## config.mk

```make
export PLATFORM = sky130hd
export DESIGN_NAME = oram_avalon_bridge
export DESIGN_NICKNAME = d
export VERILOG_FILES = /design/src/rtl/oram_pkg.sv /design/src/rtl/oram_byte_merge.sv /design/src/rtl/oram_avalon_bridge.sv
export SDC_FILE = /design/constraint.sdc
export NUM_CORES = 1
export LEC_CHECK = 0
export ABC_CLOCK_PERIOD_IN_PS = 6130
export CAP_MARGIN = 30
export CORE_ASPECT_RATIO = 1.4
export CORE_UTILIZATION = 50
export DETAILED_ROUTE_END_ITERATION = 10
export GPL_ROUTABILITY_DRIVEN = 0
export PLACE_DENSITY = 0.88
export SLEW_MARGIN = 20
export SYNTH_ARGS = -nofsm -noshare
export SYNTH_HDL_FRONTEND = slang
export SYNTH_SLANG_ARGS = --single-unit
```

## constraint.sdc

```tcl
create_clock -name clock -period 6.13 [get_ports clock]
set_clock_uncertainty 0.1 [all_clocks]
set_input_delay 1.226 -clock clock [delete_from_list [all_inputs] [get_ports clock]]
set_output_delay 1.226 -clock clock [all_outputs]
set_load 0.005 [all_outputs]
```

## src/rtl/oram_pkg.sv

```systemverilog
// Shared types and constants for the Avalon-MM front end of oram_module.
package oram_pkg;

    typedef enum logic [1:0] {
        ST_IDLE    = 2'd0,
        ST_RD_WAIT = 2'd1,
        ST_MERGE   = 2'd2,
        ST_WR_WAIT = 2'd3
    } oram_state_e;

    localparam logic [1:0] RESP_OKAY       = 2'b00;
    localparam logic [1:0] RESP_SLAVEERROR = 2'b10;

endpackage

```

## src/rtl/oram_byte_merge.sv

```systemverilog
// Holds the block read back during a read-modify-write and overlays the
// enabled write lanes on it.
module oram_byte_merge
    import oram_pkg::*;
#(
    parameter int BYTE_WIDTH     = 8,
    parameter int BYTES_PER_WORD = 4
) (
    input  logic                                       clk_i,
    input  logic                                       rst_i,
    input  logic                                       load_i,
    input  logic [BYTE_WIDTH*BYTES_PER_WORD-1:0]       r_value_i,
    input  logic [BYTES_PER_WORD-1:0]                  byteenable_i,
    input  logic [BYTES_PER_WORD-1:0][BYTE_WIDTH-1:0]  writedata_i,
    output logic [BYTES_PER_WORD-1:0][BYTE_WIDTH-1:0]  merged_o
);

    logic [BYTES_PER_WORD-1:0][BYTE_WIDTH-1:0] latched_q;

    always_ff @(posedge clk_i or posedge rst_i) begin
        if (rst_i) begin
            latched_q <= '0;
        end else if (load_i) begin
            latched_q <= r_value_i;
        end
    end

    always_comb begin
        merged_o = latched_q;
        for (int i = 0; i < BYTES_PER_WORD; i++) begin
            if (byteenable_i[i]) begin
                merged_o[i] = writedata_i[i];
            end
        end
    end

endmodule

```

## src/rtl/oram_avalon_bridge.sv

```systemverilog
// Avalon-MM slave bridge to oram_module: one outstanding request, byte-lane
// writes via read-modify-write, and a sticky watchdog on the ORAM response.
module oram_avalon_bridge
    import oram_pkg::*;
#(
    parameter int ADDRESS_WIDTH  = 4,
    parameter int BYTE_WIDTH     = 8,
    parameter int BYTES_PER_WORD = 4,
    parameter int MEMORY_SIZE    = 1 << ADDRESS_WIDTH,
    parameter int TREE_DEPTH     = $clog2(MEMORY_SIZE / BYTES_PER_WORD),
    parameter int TIMEOUT_CYCLES = 1024
) (
    input  logic                                       clock,
    input  logic                                       reset,
    input  logic [ADDRESS_WIDTH-1:0]                   avs_a_address,
    input  logic [BYTES_PER_WORD-1:0]                  avs_a_byteenable,
    input  logic                                       avs_a_read,
    input  logic                                       avs_a_write,
    input  logic [BYTES_PER_WORD-1:0][BYTE_WIDTH-1:0]  avs_a_writedata,
    output logic                                       avs_a_waitrequest,
    output logic [BYTES_PER_WORD-1:0][BYTE_WIDTH-1:0]  avs_a_readdata,
    output logic                                       avs_a_readdatavalid,
    output logic [1:0]                                 avs_a_response,
    output logic [TREE_DEPTH-1:0]                      rw_block_number,
    output logic [BYTE_WIDTH*BYTES_PER_WORD-1:0]       w_value,
    output logic                                       rw_indicator,
    output logic                                       input_ready,
    input  logic [BYTE_WIDTH*BYTES_PER_WORD-1:0]       r_value,
    input  logic                                       output_ready,
    output logic                                       timeout_error
);

    localparam int WORD_W = BYTE_WIDTH * BYTES_PER_WORD;
    localparam int CNT_W  = (TIMEOUT_CYCLES > 1) ? $clog2(TIMEOUT_CYCLES) : 1;
    localparam logic [CNT_W-1:0] CNT_LAST =
        CNT_W'((TIMEOUT_CYCLES > 0) ? TIMEOUT_CYCLES - 1 : 0);

    oram_state_e                                state_q;
    logic [TREE_DEPTH-1:0]                      blk_q;
    logic [BYTES_PER_WORD-1:0][BYTE_WIDTH-1:0]  wdata_q;
    logic [BYTES_PER_WORD-1:0]                  be_q;
    logic                                       rmw_q;
    logic [CNT_W-1:0]                           cnt_q;
    logic                                       waitreq_q;
    logic [BYTES_PER_WORD-1:0][BYTE_WIDTH-1:0]  rdata_q;
    logic                                       rdv_q;
    logic [1:0]                                 resp_q;
    logic [WORD_W-1:0]                          wval_q;
    logic                                       rwind_q;
    logic                                       irdy_q;
    logic                                       tmo_q;

    logic [BYTES_PER_WORD-1:0][BYTE_WIDTH-1:0]  merged;
    logic                                       merge_load;
    logic                                       timeout_hit;
    logic [TREE_DEPTH-1:0]                      addr_blk;

    // Only the block-number bits of the byte address reach the ORAM.
    assign addr_blk    = avs_a_address[ADDRESS_WIDTH-1 -: TREE_DEPTH];
    wire   unused_addr = ^avs_a_address[ADDRESS_WIDTH-TREE_DEPTH-1:0];

    assign timeout_hit = (TIMEOUT_CYCLES != 0) && (cnt_q == CNT_LAST);
    assign merge_load  = (state_q == ST_RD_WAIT) && output_ready && rmw_q;

    oram_byte_merge #(
        .BYTE_WIDTH     (BYTE_WIDTH),
        .BYTES_PER_WORD (BYTES_PER_WORD)
    ) u_merge (
        .clk_i        (clock),
        .rst_i        (reset),
        .load_i       (merge_load),
        .r_value_i    (r_value),
        .byteenable_i (be_q),
        .writedata_i  (wdata_q),
        .merged_o     (merged)
    );

    always_ff @(posedge clock or posedge reset) begin
        if (reset) begin
            state_q   <= ST_IDLE;
            blk_q     <= '0;
            wdata_q   <= '0;
            be_q      <= '0;
            rmw_q     <= 1'b0;
            cnt_q     <= '0;
            waitreq_q <= 1'b0;
            rdata_q   <= '0;
            rdv_q     <= 1'b0;
            resp_q    <= RESP_OKAY;
            wval_q    <= '0;
            rwind_q   <= 1'b0;
            irdy_q    <= 1'b0;
            tmo_q     <= 1'b0;
        end else begin
            irdy_q <= 1'b0;
            rdv_q  <= 1'b0;
            case (state_q)
                ST_IDLE: begin
                    // A simultaneous read/write is a write; be=0 writes are dropped.
                    if (avs_a_write) begin
                        if (avs_a_byteenable != '0) begin
                            blk_q     <= addr_blk;
                            wdata_q   <= avs_a_writedata;
                            be_q      <= avs_a_byteenable;
                            cnt_q     <= '0;
                            waitreq_q <= 1'b1;
                            irdy_q    <= 1'b1;
                            if (&avs_a_byteenable) begin
                                wval_q  <= avs_a_writedata;
                                rwind_q <= 1'b1;
                                rmw_q   <= 1'b0;
                                state_q <= ST_WR_WAIT;
                            end else begin
                                rwind_q <= 1'b0;
                                rmw_q   <= 1'b1;
                                state_q <= ST_RD_WAIT;
                            end
                        end
                    end else if (avs_a_read) begin
                        blk_q     <= addr_blk;
                        cnt_q     <= '0;
                        waitreq_q <= 1'b1;
                        irdy_q    <= 1'b1;
                        rwind_q   <= 1'b0;
                        rmw_q     <= 1'b0;
                        state_q   <= ST_RD_WAIT;
                    end
                end
                ST_RD_WAIT: begin
                    if (output_ready) begin
                        if (rmw_q) begin
                            state_q <= ST_MERGE;
                        end else begin
                            state_q   <= ST_IDLE;
                            waitreq_q <= 1'b0;
                            rdv_q     <= 1'b1;
                            rdata_q   <= r_value;
                            resp_q    <= RESP_OKAY;
                        end
                    end else if (timeout_hit) begin
                        tmo_q     <= 1'b1;
                        state_q   <= ST_IDLE;
                        waitreq_q <= 1'b0;
                        if (!rmw_q) begin
                            rdv_q   <= 1'b1;
                            rdata_q <= '0;
                            resp_q  <= RESP_SLAVEERROR;
                        end
                    end else begin
                        cnt_q <= cnt_q + 1'b1;
                    end
                end
                ST_MERGE: begin
                    wval_q  <= merged;
                    rwind_q <= 1'b1;
                    irdy_q  <= 1'b1;
                    cnt_q   <= '0;
                    state_q <= ST_WR_WAIT;
                end
                ST_WR_WAIT: begin
                    if (output_ready) begin
                        state_q   <= ST_IDLE;
                        waitreq_q <= 1'b0;
                    end else if (timeout_hit) begin
                        tmo_q     <= 1'b1;
                        state_q   <= ST_IDLE;
                        waitreq_q <= 1'b0;
                    end else begin
                        cnt_q <= cnt_q + 1'b1;
                    end
                end
                default: state_q <= ST_IDLE;
            endcase
        end
    end

    assign avs_a_waitrequest   = waitreq_q;
    assign avs_a_readdata      = rdata_q;
    assign avs_a_readdatavalid = rdv_q;
    assign avs_a_response      = resp_q;
    assign rw_block_number     = blk_q;
    assign w_value             = wval_q;
    assign rw_indicator        = rwind_q;
    assign input_ready         = irdy_q;
    assign timeout_error       = tmo_q;

endmodule

```

### Word-level counts from Yosys, hierarchy flattened

Cells that the tools add are included.

| word-level totals | value |
|---|---|
| input port bits | 77 |
| word-level logic and storage cells | 117 |
| output and inout bits | 73 |
| register bits after elaboration | 154 |

| operators by class | value |
|---|---|
| bitwise logic cells | 2 |
| reduce and logical (&&, ||, !) cells | 19 |
| add/subtract/negate cells | 1 |
| eq/ne operators | 13 |
| mux-type cells | 58 |

Operators by type and width:

| operator | number |
|---|---|
| 32-bit two-way mux | 7 |
| 32-bit one-hot mux with 2 select lines | 1 |
| 10-bit two-way mux | 5 |
| 8-bit two-way mux | 4 |
| 2-bit two-way mux | 15 |
| 10-bit one-hot mux with 3 select lines | 1 |
| 1-bit two-way mux | 21 |
| 4-bit AND reduction | 4 |
| 3-bit AND reduction | 5 |
| 10-bit by 1-bit adder with 10-bit output, second input constant | 1 |
| 10-bit == test, second input constant | 1 |
| 2-bit != test, second input constant | 5 |
| 3-bit != test, second input constant | 3 |
| 2-bit one-hot mux with 4 select lines | 1 |
| 2-bit nonzero test | 3 |
| 2-bit == test, second input constant | 2 |
| 1-bit one-hot mux with 2 select lines | 2 |
| 4-bit nonzero test | 1 |
| 1-bit one-hot mux with 3 select lines | 1 |
| 3-bit nonzero test | 1 |
| 2-bit by 1-bit == test with 1-bit output, second input constant | 1 |
| 1-bit logical AND | 2 |
| 2-bit logical NOT | 1 |
| 2-bit by 1-bit != test with 1-bit output, second input constant | 1 |
| other kinds (3) | 4 |

### Longest topological paths before layout

Gate-level depths: netlist of run 1.

| depth | value |
|---|---|
| depth in word-level cells | 5 |
| gate-level depth with buffers | 6 |
| depth with buffers taken out | 5 |

### Hierarchy

Synthesis of run 1 repeated with hierarchy kept, for this count alone.

| unflattened totals | value |
|---|---|
| cell total of the unflattened synthesis | 512 |
| area total of the unflattened synthesis | 7044.3 um2 |

Modules (own cells, without submodules):

| module | times used | cells each | seq. area each (um2) | area an instance (um2) |
|---|---|---|---|---|
| oram_avalon_bridge | 1 | 407 | 3027.9 | 5315.1 |
| oram_byte_merge | 1 | 105 | 800.8 | 1729.2 |

### Worst setup path before layout of run 1

Ideal clock, no wire load.

| timing | value |
|---|---|
| kind | input-to-reg |
| from | in avs_a_byteenable[0] |
| to | reg be_q[0] |
| data arrival time | 2556 ps |
| setup time | 125 ps |
| slack | 3349 ps |
| cell stages on the path | 5 |
| required time | 5905 ps |
| path buffers | 2 |
| path through | or4_4 and3_1 buf_6 buf_12 mux2_4 |

| on the way | value |
|---|---|
| longest elaborated chain between the ends | 2 |

Ends and longest elaborated chain:

| what | line | text |
|---|---|---|
| from (decl) | oram_avalon_bridge.sv:16 | `input logic [BYTES_PER_WORD-1:0] avs_a_byteenable,` |
| 4-bit nonzero test | oram_avalon_bridge.sv:101 | `if (avs_a_byteenable != '0) begin` |
| 3-bit AND reduction (no line) | -- |  |
| to (signal assigned) | oram_avalon_bridge.sv:104 | `be_q <= avs_a_byteenable;` |
| to (decl) | oram_avalon_bridge.sv:41 | `logic [BYTES_PER_WORD-1:0] be_q;` |

Several ways; a longest one is shown, not always the timed one.
A chain may end at the register's enable or synchronous reset.

### Worst setup path after layout of run 1

| timing | value |
|---|---|
| from | in avs_a_byteenable[2] |
| to | reg wval_q[8] (netlist: w_value[8]) |

| on the way | value |
|---|---|
| longest elaborated chain between the ends | 3 |
| elaborated cells between the ends (all ways) | 5 |
| those cells by class | eq/ne: 2; reduce/logical: 3 |

Ends and longest elaborated chain:

| what | line | text |
|---|---|---|
| 4-bit AND reduction / 4-bit nonzero test (equally long branches) | oram_avalon_bridge.sv:108, oram_avalon_bridge.sv:101 |  |
| 2-bit != test (no line) | -- |  |
| 4-bit AND reduction (no line) (*) | -- |  |
| to (signal assigned) | oram_avalon_bridge.sv:109 | `wval_q <= avs_a_writedata;` |
| to (signal assigned) | oram_avalon_bridge.sv:154 | `wval_q <= merged;` |
| to (decl) | oram_avalon_bridge.sv:48 | `logic [WORD_W-1:0] wval_q;` |

Every way passes the cells marked *; elsewhere a longest branch is shown, timed or not.

==> impl_summary.md, run 1 <==
Drt
Using the TritonRoute via totals, the vias-per-cell ratio works out to 5.82. The wire length per cell is 19.6 um. The total number of vias is 5,041. The number of optimization iterations in the first detailed-route pass is 5. The total wirelength of the detailed-routed design is 17.0 mm.

The detailed router finished its first iteration with 313 violations. The residual antenna-violating net count after detailed routing is 0. In the routed design, unresolved DRC markers number 0.

Yosys
Yosys mapped a number of flops with a built-in enable equal to 0. The dominant combinational cell family by area after synthesis is compound AO/OA/AOI/OAI gates. The average footprint of a synthesized cell is 12.3 um2. In the synthesized netlist the dominant register cell turns out to be dfrtp_1.

The mux contribution to synthesized area is 0.131. For this run, the register share of the synthesized area comes to 0.573. In this run, synthesis produced a sequential element count of 153. The adder-cell share of the synthesized area is 0.00187.

The largest area contributor in the netlist is dfrtp_1. In this run the cell area of the synthesized design comes to 0.00668 mm2. Ranked by total cell area, the synthesized netlist is headed by dfrtp_1, mux2_4, mux2_2. The synthesis warning total is 0.

The synthesized netlist net count is 621. The simple-gate share of the synthesized area is 0.109. The share of synthesized area in the top cell type comes to 0.573. After technology mapping, the gate count stands at 543. The async set-reset flop share out of synthesis is 1.00. Of the total synthesized cell area, the portion taken by XOR and XNOR cells is 0. Counting distinct cell types in the post-synthesis netlist gives 47. The synthesized-area fraction occupied by ao, oa, aoi and oai cells is 0.146.

Clock tree
Counting along the longest clock path gives a buffer depth of 2. The number of buffers added by the clock tree synthesis step is 17. At the later pin of the worst-skew pair, clock insertion delay measures 410 ps. The number of sinks on the clock net is 153. The cell at the root of the clock tree is clkbuf_16. The clock tree from TritonCTS is built. The clock-pin slew on the worst setup and hold paths is 60 ps. The H-tree level count is 4. The total setup buffers inserted after CTS is 0.

After clock tree synthesis, the flow added hold-fix buffers numbering 0. The number of resized instances in the post-cts repair step is 0.

Hold path
The min-delay analysis places its worst path in the category reg -> reg. In this run the most critical hold path is launched from timeout_error.

Floorplan
From left edge to right edge, the die measures 99.7 um. In this run the count of I/O pins placed on the die edge is 150. The initial standard-cell utilization of the core is 0.516. The height of the die is 139 um. The total die area is 0.0138 mm2.

The floorplan step defined a core boundary enclosing 0.0129 mm2. Row generation in the floorplan step produced 49 rows.

Place
The instance area at placement is 0.00825 mm2. Once detailed placement completed, the half-perimeter wirelength came to 11.2 mm. Input and output buffers added on the ports amount to 146.

Critical path
On the worst path, the slowest cell contributes a delay of 770 ps. The source of the critical timing path is avs_a_byteenable[2]. The slowest stage of the critical path is the nor4b_4 cell.

The count of buffering cells on the critical path with inverters included is 2. The worst-path maximum fanout is 21. The kind of capture point of the worst setup path is a register. The category of the worst setup path launch point is a primary input. In this run the critical register-to-register path is launched from state_q[0]. The family with the most delay on the worst path is simple AND/OR/NAND/NOR gates. STA puts the critical path data required time at 6360 ps.

At the worst endpoint, the arrival time is 3480 ps. The start-to-end type of the worst setup path is in -> reg. The critical path goes through clkdlybuf4s50_1 -> nand4_1 -> nor4b_4 -> buf_4 -> nand2_1 -> a31oi_1.

GRT
The via count of the first global-routing pass is 5,420. The global-route wire length before repair is 27.7 mm. For met2 alone, demand over resource in global routing was 0.445. For met1 alone, demand over resource in global routing was 0.308. The initial antenna violation count came to 0.

Summed over all layers, the global routing overflow is 0. For met3 alone, demand over resource in global routing was 0.0559. met2 is the most crowded layer.

The aggregate global-route resource usage is 0.260. The pin count of the biggest net entering global routing is 115.

STA
In this run the tightest slew margin relative to its limit is 0.375. The count of final hold-check violations is 0. The slew at the pin with the worst max-slew slack is 937 ps. Setup repair after global routing left no endpoint under its margin. For the final routed database, the setup TNS stands at 0 ps.

The number of pins exceeding their max-slew limit in the final report is 0. The final number of setup-violating endpoints is 0. Final hold analysis gives a worst-case slack of 374 ps. Based on the critical path, the design can be clocked at up to 308 MHz. The shortest clock period the worst path allows after layout is 3250 ps. In the finished design, the share of the clock period the worst path needs comes to 0.530.

Layout
The total area of multi-input combinational cells is 0.00261 mm2. In the final layout, the share of cells above drive strength 1 is 0.170. The area growth from synthesis to layout is 33.0%.

In the final layout, flip-flops and latches occupy 0.00383 mm2. The post-layout instance area is 0.00889 mm2. The number of fill cells in the layout is 859. The repair_antennas step left the layout with diodes totalling 0. For this run, the post-layout net count is 754.

Power and ir drop
The total design power is 4.45 mW. The leakage power is 3.79 nW. The power per cell area is 500 mW/mm2.

The maximum ir drop on the vdd rail is 0.277 mV.

Status
The run finished with clean final reports.

Run
Max-cap violations in this run came to 0.
routing by layer:
metal | part of all wire | up-vias | wire length [um]
met3 | 0.043 | 43 | 727
met4 | 0.034 | 0 | 579
li1 | - | 2241 | -
met5 | 0 | - | 0
met1 | 0.39 | 2549 | 6620
met2 | 0.53 | 208 | 9030
kinds of logic after synthesis:
logic type | after synthesis
buf+inv | 47
mux | 68
simple gates | 143
compound gates | 130
flops | 153
fa+ha+maj | 1
other cells | 1
Yosys cell counts (all sizes together), types with 2 or more instances:
cell,instances
a211o,2
a211oi,33
a21oi,9
a22o,35
a31o,2
a31oi,37
and2,3
and3,3
and4,2
buf,13
clkbuf,26
dfrtp,153
inv,8
mux2,67
nand2,75
nand3,7
nand3b,2
nand4,4
nor2,3
nor2b,35
o211ai,2
o21ai,4
flip-flops by register name (all words and copies together) (netlist names):
| signal | flops |
|---|---|
| u_merge.latched_q | 32 |
| state_q | 2 |
| timeout_error | 1 |
| rw_indicator | 1 |
| be_q | 4 |
| avs_a_waitrequest | 1 |
| wdata_q | 32 |
| cnt_q | 10 |
| rmw_q | 1 |
| rw_block_number | 2 |
| input_ready | 1 |
| avs_a_response | 1 |
| avs_a_readdata | 32 |
| avs_a_readdatavalid | 1 |
| w_value | 32 |
metrics by stage:
stage,worst slack [ps],util,instances
final,2880,0.687,866
after global routing,2750,0.687,866
after CTS,2910,0.687,866
after detailed placement,2490,0.637,835
after global placement,2520,0.634,833
after floorplan,683,-,543
power breakdown:
part	total, mW	leakage (nW)	switching, mW	internal [mW]
clock	1.12	0.304	0.408	0.711
combinational	1.49	1.65	0.534	0.953
sequential	1.84	1.83	0.357	1.48
placed cells by master (no fill, tap or decap), drive strengths merged, types with 2 or more instances in the layout:
cell type,instances
mux2,67
clkdlybuf4s50,146
nor2b,35
nor2,3
a22o,35
clkbuf,20
inv,8
bufinv,4
o21ai,4
dfrtp,153
nand3b,2
a211oi,33
o211ai,2
clkinvlp,3
nand3,7
a31oi,37
a21oi,9
a211o,2
and3,3
buf,7
and2,3
and4,2
a31o,2
nand4,4
nand2,75
clkinv,4
layout make-up:
type                       count  area share
sequential                   153       0.431
clock inverter                11      0.0191
clock buffer                  20      0.0525
inverter                       8     0.00422
timing repair buffer         153       0.174
tap                          178      0.0251
multi-input combinational    343       0.294
final timing paths:
path                                       to  cells after the start  slack (ps)
max                                w_value[8]                      6        2880
min                             timeout_error                      1         370
max reg2reg                avs_a_readdata[15]                      4        3340
min reg2reg                     timeout_error                      1         370
max in group asynchronous          wdata_q[4]                      3        3660
min in group asynchronous         w_value[10]                      2        1240
(Power assumes the default switching activity.)
==> inputs of run 2 (changes only) <==
- ABC_CLOCK_PERIOD_IN_PS: 6130 -> 3400
- clock period: 6.13 -> 3.4 ns (I/O delays scaled with it)
==> run 2 against run 1 <==
  * Utilization up 0.44 points
  * Die area unchanged
  * Global-route usage up 0.43 points
  * Via count up 2.4%
  * Largest cell class unchanged
  * Sequential power up 80%
  * Critical endpoint is now w_value[22]
  * Count of clock-buffer cells in the layout down 2
  * First-iteration DRC count down 21%
  * Total power up 81%
  * Critical path depth unchanged
==> impl_summary.md, run 2 (synthesis results as in run 1) <==
Critical path
The family with the most delay on the worst path is simple AND/OR/NAND/NOR gates. The worst setup path is launched from a primary input. The data arrival time of the critical path is 2820 ps.

Along the worst path, the maximum fanout reaches 27. The kind of capture point of the worst setup path is a register. The slowest stage of the critical path is the or4b_2 cell. The start-to-end type of the worst setup path is in -> reg. The biggest cell delay along the critical path is 800 ps. The number of buffers and inverters on the critical path is 2.

Walking the worst path, the cells encountered are clkdlybuf4s50_1 -> nand4_1 -> or4b_2 -> buf_4 -> nand2_1 -> a31oi_1. The data required time of the critical path is 3550 ps.

GRT
The via count of the first global-routing pass is 5,602. The global-route wire length before repair is 28.2 mm. The aggregate global-route resource usage is 0.264. The initial antenna violation count is 0.

The remaining global-route overflow is 0. Entering global routing, the biggest net connects 65 pins.

Clock tree
TritonCTS built the clock tree. The latest clock arrival within the worst-skew pair is 420 ps. The deepest clock path buffer count is 2. The count of hold-fix buffers inserted at cts is 0. The cell at the root of the clock tree is clkbuf_16. The number of resized instances in the post-cts repair step is 0. The number of sinks on the clock net is 153.

Clock-pin slew was measured on the worst setup and hold paths at 60 ps. The number of buffers added by the clock tree synthesis step is 17. The H-tree generated during clock tree synthesis spans 4 levels. In this run the post-CTS setup repair buffer count came out at 0.

Power and ir drop
Overall power consumption after layout is estimated at 8.06 mW. The leakage power is 3.82 nW. In this run the power density over the cells is 901 mW/mm2. The maximum ir drop on the vdd rail is 0.437 mV.

Layout
In the final layout, the share of cells above drive strength 1 is 0.181. The library cells used most frequently in the layout, excluding fill and tap cells, are dfrtp_1, clkdlybuf4s50_1, nand2_1. Once layout is complete, the utilization of the core stands at 0.691.

Leaving out filler cells and counting taps, the final layout contains 876. The post-layout instance area is 0.00894 mm2. Leaving out fill and tap cells, the most frequent cell in the layout is dfrtp_1. Compared with the post-synthesis result, the final layout area differs by 33.9%. The antenna diode instance count is 0. The net count of the finished layout is 763.

Drt
The detailed router finished its first iteration with 248 violations. The residual antenna-violating net count after detailed routing is 0. The total wirelength of the detailed-routed design is 17.4 mm. The number of optimization iterations in the first detailed-route pass is 5.

Dividing the detail-routed wire length by the instance count gives 19.8 um. The detailed router placed 5,162 vias in this run. After detailed routing, the number of remaining DRC violations is 0. In the routed layout, each cell is associated on average with a via count of 5.89.

Place
The instance area at placement is 0.00832 mm2. Counting tap cells, the placed design contains a total of 844 instances. The post-DP HPWL is 11.6 mm. In this run the tool buffered the top-level ports with 146 buffer cells. At the placement stage, the worst setup path has a slack of 353 ps.

STA
Of the available clock period, the critical path in the final layout requires 0.784. For the pin with the worst max-slew slack, the measured transition is 805 ps. For the finished layout, the period the worst path requires is 2660 ps. The setup slack of the critical path after layout is 736 ps. The count of final hold-check violations is 0. The number of pins exceeding their max-slew limit in the final report was 0. The summed negative setup slack over all endpoints is 0 ps. Headroom to the max-slew limit came out at 0.464. The top achievable clock speed is 375 MHz. Setup repair after global routing left no endpoint under its margin. Hold timing on the final database bottoms out at a slack of 387 ps.

Setup violations remaining at the end of the flow were counted as 0.

Floorplan
The region available for standard cell placement spans 0.0129 mm2. The total die area is 0.0138 mm2. Measured along the y axis, the die boundary spans 139 um. The total number of placement rows is 49.

The initial standard-cell utilization of the core is 0.516. 150 I/O pins were placed. The horizontal extent of the die is 99.7 um.

Status
The flow ran to the end, and the final reports show no timing, DRC or antenna violations.

Run
The max-cap violation count is 0.

Hold path
The worst hold path class is reg -> reg.
run 2: routing by layer:
layer | GRT usage | vias to the layer above | part of all wire
li1 | - | 2258 | -
met1 | 0.313 | 2644 | 0.39
met2 | 0.454 | 209 | 0.53
met3 | 0.0509 | 51 | 0.042
met4 | 0.134 | 0 | 0.037
met5 | 0 | - | 0
run 2: final timing paths:
path                                startpoint               endpoint  cells past startpoint  slack [ps]
min reg2reg                      timeout_error          timeout_error                      1         390
max in group asynchronous                reset  u_merge.latched_q[14]                      3        2010
max                        avs_a_byteenable[2]            w_value[22]                      6         740
max reg2reg                           cnt_q[0]      avs_a_readdata[5]                      6         870
min                              timeout_error          timeout_error                      1         390
min in group asynchronous                reset            wdata_q[17]                      3         620
run 2: final cells by class:
type	instances	area, um2
fill	855	3990
sequential	153	3830
multi-input combinational	343	2610
timing repair buffer	162	1620
clock buffer	18	429
tap	178	223
clock inverter	14	196
inverter	8	33.8
run 2: power breakdown:
group	total (mW)	switching (mW)	internal [mW]
combinational	2.73	0.999	1.73
sequential	3.31	0.639	2.68
clock	2.01	0.776	1.24
run 2: worst register-to-register path: cells and delay by family (launching register included):
family / cells / cell delay [ps]
adder cells (fa/ha/maj): 1 / 240
AO/OA/AOI/OAI: 2 / 520
flip-flops: 1 / 410
buffers and inverters: 1 / 400
AND/OR/NAND/NOR: 2 / 730
